## config.mk

```make
export PLATFORM = sky130hd
export DESIGN_NAME = stack8_ctrl
export DESIGN_NICKNAME = d
export VERILOG_FILES = /design/src/rtl/stack8_ctrl.sv
export SDC_FILE = /design/constraint.sdc
export NUM_CORES = 1
export LEC_CHECK = 0
export CAP_MARGIN = 20
export CORE_MARGIN = 4
export CORE_UTILIZATION = 45
export CTS_CLUSTER_SIZE = 8
export DETAILED_ROUTE_END_ITERATION = 10
export HOLD_SLACK_MARGIN = 0.02
export PLACE_DENSITY = 0.9
export SKIP_LAST_GASP = 1
export SYNTH_ARGS = -nofsm -noshare
export SYNTH_HDL_FRONTEND = slang
export SYNTH_SLANG_ARGS = --single-unit
```

## constraint.sdc

```tcl
create_clock -name clk -period 2.8 [get_ports clk]
set_input_delay 0.28 -clock clk [delete_from_list [all_inputs] [get_ports clk]]
set_output_delay 0.28 -clock clk [all_outputs]
set_load 0.05 [all_outputs]
```

## src/rtl/stack8_ctrl.sv

```systemverilog
// 8 x 16-bit LIFO controller driving an external RAM8 with combinational read.
// A push or a pop takes two cycles (IDLE -> WR/RD -> IDLE). Errors are sticky until rst.
module stack8_ctrl (
   input  logic        clk,
   input  logic        rst,
   input  logic        push,
   input  logic        pop,
   input  logic [15:0] din,
   output logic [15:0] dout,
   output logic        dout_valid,
   output logic        busy,
   output logic        full,
   output logic        empty,
   output logic [3:0]  count,
   output logic        err,
   output logic [3:0]  ram_addr,
   output logic        ram_load,
   output logic [15:0] ram_inp,
   input  logic [15:0] ram_out
);

   localparam logic [1:0] IDLE = 2'd0;
   localparam logic [1:0] WR   = 2'd1;
   localparam logic [1:0] RD   = 2'd2;

   logic [1:0]  state_reg, state_next;
   logic [3:0]  sp_reg, sp_next;
   logic [15:0] data_q_reg, data_q_next;
   logic [15:0] dout_reg, dout_next;
   logic        dout_valid_reg, dout_valid_next;
   logic        err_reg, err_next;
   logic [2:0]  rd_slot;

   // Top-of-stack slot; only meaningful when sp is non-zero, i.e. in RD.
   assign rd_slot = sp_reg[2:0] - 3'd1;

   always_comb begin
      state_next      = state_reg;
      sp_next         = sp_reg;
      data_q_next     = data_q_reg;
      dout_next       = dout_reg;
      dout_valid_next = 1'b0;
      err_next        = err_reg;
      case (state_reg)
         IDLE: begin
            if (push && pop) begin
               err_next = 1'b1;
            end else if (push) begin
               if (sp_reg == 4'd8) begin
                  err_next = 1'b1;
               end else begin
                  data_q_next = din;
                  state_next  = WR;
               end
            end else if (pop) begin
               if (sp_reg == 4'd0) begin
                  err_next = 1'b1;
               end else begin
                  state_next = RD;
               end
            end
         end
         WR: begin
            sp_next    = sp_reg + 4'd1;
            state_next = IDLE;
         end
         RD: begin
            dout_next       = ram_out;
            dout_valid_next = 1'b1;
            sp_next         = sp_reg - 4'd1;
            state_next      = IDLE;
         end
         default: state_next = IDLE;
      endcase
   end

   always_ff @(posedge clk or posedge rst) begin
      if (rst) begin
         state_reg      <= IDLE;
         sp_reg         <= 4'd0;
         data_q_reg     <= 16'd0;
         dout_reg       <= 16'd0;
         dout_valid_reg <= 1'b0;
         err_reg        <= 1'b0;
      end else begin
         state_reg      <= state_next;
         sp_reg         <= sp_next;
         data_q_reg     <= data_q_next;
         dout_reg       <= dout_next;
         dout_valid_reg <= dout_valid_next;
         err_reg        <= err_next;
      end
   end

   // RAM controls decode straight from state so an async reset kills ram_load at once.
   always_comb begin
      ram_addr = 4'd0;
      case (state_reg)
         WR:      ram_addr = {1'b0, sp_reg[2:0]};
         RD:      ram_addr = {1'b0, rd_slot};
         default: ram_addr = 4'd0;
      endcase
   end

   assign ram_load   = (state_reg == WR);
   assign ram_inp    = data_q_reg;
   assign dout       = dout_reg;
   assign dout_valid = dout_valid_reg;
   assign err        = err_reg;
   assign count      = sp_reg;
   assign full       = (sp_reg == 4'd8);
   assign empty      = (sp_reg == 4'd0);
   assign busy       = (state_reg != IDLE);

endmodule

```

---- Yosys cells after proc, flatten, opt, wreduce, memory -nomap -nowiden ----
Cells that the tools add are included.
word-level totals
  register bits ........................... 40
  input bits .............................. 36
  output and inout port bits .............. 46
  logic and storage cells ................. 43
cells by class
  bitwise gates (word level) .............. 2
  $add $sub $neg .......................... 3
  muxes and demuxes ....................... 14
  reductions and logical operators ........ 10
  equal/unequal tests ..................... 8
operators by type and width
  kind                                                                      count
  2-bit two-way mux                                                         6
  4-bit AND reduction                                                       3
  3-bit inequality test (second input constant)                             3
  4-bit one-hot mux with 2 select lines                                     1
  1-bit two-way mux                                                         6
  3-bit one-hot mux with 2 select lines                                     1
  3-bit nonzero test                                                        2
  4-bit by 1-bit adder with 4-bit output (second input constant)            1
  4-bit == test (second input constant)                                     1
  4-bit logical NOT                                                         1
  2-bit nonzero test                                                        2
  4-bit by 1-bit subtractor with 4-bit output (second input constant)       1
  3-bit by 1-bit inequality test with 1-bit output (second input constant)  1
  3-bit by 1-bit subtractor with 3-bit output (second input constant)       1
  2-bit by 1-bit == test with 1-bit output (second input constant)          1
  2-bit == test (second input constant)                                     1
  2-bit logical NOT                                                         1
  2-bit inequality test (second input constant)                             1
  1-bit NOT                                                                 2
  1-bit logical AND                                                         1

---- Logic depth before layout (Yosys ltp) ----
  depth after elaboration ................. 6
  depth in mapped cells ................... 9
  mapped depth without buffers ............ 8

---- Worst setup path before layout ----
No wires, ideal clock.
  path type ............................... register -> output
  from .................................... reg sp_reg[1], in the netlist count[1]
  to ...................................... out ram_addr[1]
  data required time ...................... 2.520 ns
  path slack .............................. 0.103 ns
  arrival time ............................ 2.417 ns
  cell stages (with the launch flop) ...... 6
  buffers on the path ..................... 1
  cell sequence ........................... dfrtp_1 > clkbuf_2 > inv_1 > ha_1 > nand2b_1 > a21boi_0
between the ends
  longest elaborated chain between the ends .. 2
ends and longest elaborated chain
  element                                      RTL line  text
  from (decl)                                  27        logic [3:0] sp_reg, sp_next;
  from (signal assigned)                       87        sp_reg <= sp_next;
  3-bit by 1-bit subtractor with 3-bit output  35        assign rd_slot = sp_reg[2:0] - 3'd1;
  3-bit one-hot mux with 2 select lines (*)    98        case (state_reg)
  to (decl)                                    16        output logic [3:0] ram_addr,
Every way passes the cells marked *; elsewhere a longest branch is shown, timed or not.

---- Final worst setup path ----
  from .................................... reg sp_reg[1], in the netlist count[1]
  to ...................................... out full
between the ends
  longest elaborated chain between the ends .. 1
ends and longest elaborated chain
  element        RTL line  text
  4-bit == test  111       assign full = (sp_reg == 4'd8);
  to (decl)      12        output logic full,
No other way between the ends.

==> out/qor.yml <==
clocking:
  cts-resized-gates: 0
  cts_tree: "built"
  root_buffer: "clkbuf_8"
  h-tree-depth: 2
  insertion_delay_ps: 290
  cts-hold-fix-buffers: 0
  numCtsBuffers: 5
  cts.sinks: 40
  cts_setup_buffers: 0
  cts.path.max_buffers: 2
  cts.clk_slew.worst_paths_ps: 80
sta:
  max_freq_mhz: 407
  relSlewSlack_pct: 64.6
  fin_crit_sh_pct: 87.9
  tns_ps: 0
  fin_crit_ps: 2460
  worst_pin_slew_ps: 530
  setup_violations: 0
  hold_viol_final: 0
  grt_setup_unrepaired: "no"
  fin_skew_ps: 4.01
  finalMaxSlewViolations: 0
synthesis:
  ys_seq_elements: 40
  synth_flop_cell: "dfrtp_1"
  ys_warn_count: 0
  avgSynthCellArea_um2: 13.9
  seq_area_frac_synth_pct: 54.2
  syn_area_um2: 1850
  postSynthCellCount: 133
  yosysUniqueCellTypes: 32
  async_flop_share_pct: 100
  synthesis.nets: 175
  synth_edf_count: 0
worst_setup_path:
  r2r-start: "count[0]"
  worst_setup_path_start_kind: "register"
  required_ps: 2520
  startpoint: "count[1]"
  cp-end-kind: "output port"
  path_max_fanout: 8
  crit_arrival_ps: 2180
  setup.worst_path.class: "reg -> out"
global_routing:
  grt_pass1_vias: 1340
  grt_remaining_overflow: 0
  antenna_found_initial: 0
  groute.usage.overall_pct: 16.3
  grt_pass1_wl_um: 6570
  grt_max_degree: 41
route:
  routed_wl_um: 3980
  drcViolationCount: 0
  num_vias: 1296
  ant_nets: 0
  drt_first_pass_iters: 4
  wl_per_cell_um: 14.9
  via_per_inst: 4.87
  drt-initial-drc-count: 40
placed_design:
  io_buffer_count: 80
  place_area_um2: 2650
  gp_congestion: 0.799
  dp_hpwl_um: 2960
floorplanning:
  initial_utilization_pct: 46.5
  ios: 82
  die_h_um: 72.0
  core_area_um2: 3970
  rows: 23
  die_x_um: 72.0
  die_area_um2: 5190
finish:
  syn2layout_area_growth_pct: 49.6
  mostFrequentLayoutCells: "clkdlybuf4s50_1 (78), dfrtp_1 (40), mux2_2 (23)"
  layout.nets: 257
  final_layout_size_suffix_gt1_share_pct: 21.8
  final_area_um2: 2760
  diodes: 0
  final_common_cell: "clkdlybuf4s50_1"
worst_hold_path:
  min_path_type: "in -> async"
run_status:
  outcome: "completed"
flow_run:
  drv_cap: 0
-- kinds of logic (layout without fill, tap and decap cells) --
| kind of cell | after synthesis | after routing | synth area share [%] |
|---|---|---|---|
| flops | 40 | 40 | 54.2 |
| mux | 34 | 34 | 22.7 |
| simple gates | 20 | 20 | 6.71 |
| buf+inv | 14 | 97 | 4.95 |
| compound gates | 12 | 12 | 4.27 |
| fa+ha+maj | 6 | 6 | 4.07 |
| xor+xnor | 6 | 6 | 2.85 |
| other cells | 1 | 1 | 0.203 |
-- critical path, stage by stage, from the launching register on --
cell and delay (ps):
dfrtp_1 460, inv_1 100, ha_1 210, nor2b_4 190, nand2_2 80, inv_1 60, clkdlybuf4s50_1 790
-- path summary, 6_finish.rpt --
| kind | end | cells past startpoint | slack, ps |
|---|---|---|---|
| worst max-delay path | full | 6 | 340 |
| min in group clk | err | 1 | 470 |
| max in group asynchronous | ram_inp[3] | 3 | 2030 |
| worst min register to register | err | 1 | 470 |
| worst min-delay path | dout[0] | 3 | 430 |
| worst max register to register | ram_inp[11] | 6 | 900 |
-- metrics by stage --
| step | setup WS, ps | std cells | util (%) | hold slack, ps |
|---|---|---|---|---|
| 3_3_place_gp | 689 | 258 | 66.8 | 450 |
| 2_1_floorplan | 103 | 133 | - | 428 |
| 6_report | 340 | 266 | 69.5 | 431 |
| 4_1_cts | 324 | 266 | 69.5 | 447 |
| 3_5_place_dp | 657 | 258 | 66.8 | 447 |
| 5_1_grt | 222 | 266 | 69.5 | 484 |
-- per-layer routing --
| metal | routed length [µm] | vias to the layer above | track usage (%) |
|---|---|---|---|
| li1 | - | 612 | - |
| met1 | 1700 | 608 | 21.0 |
| met2 | 1750 | 69 | 25.3 |
| met3 | 472 | 7 | 6.93 |
| met4 | 52 | 0 | 4.80 |
| met5 | 0 | - | 0 |
-- cell usage after synthesis (3+ instances only) --
master	number	area, µm²
dfrtp_1	40	1000
nand2_1	5	18.8
xnor2_1	3	26.3
xor2_1	3	26.3
mux2_2	23	259
inv_1	7	26.3
ha_1	6	75.1
o21ai_0	3	15.0
mux2_4	10	150
nand2b_1	4	25.0
-- layout make-up --
type | instances | area [µm²]
flip-flops and latches | 40 | 1000
fillers | 286 | 1210
clock buffers | 6 | 72.6
clock inverters | 2 | 35.0
multi-input cells | 79 | 753
repair buffers | 82 | 811
well taps | 50 | 62.6
inverters | 7 | 26.3
Power is not shown: default switching activity piles up to over one toggle a cycle in this logic, so the estimate is an artifact.
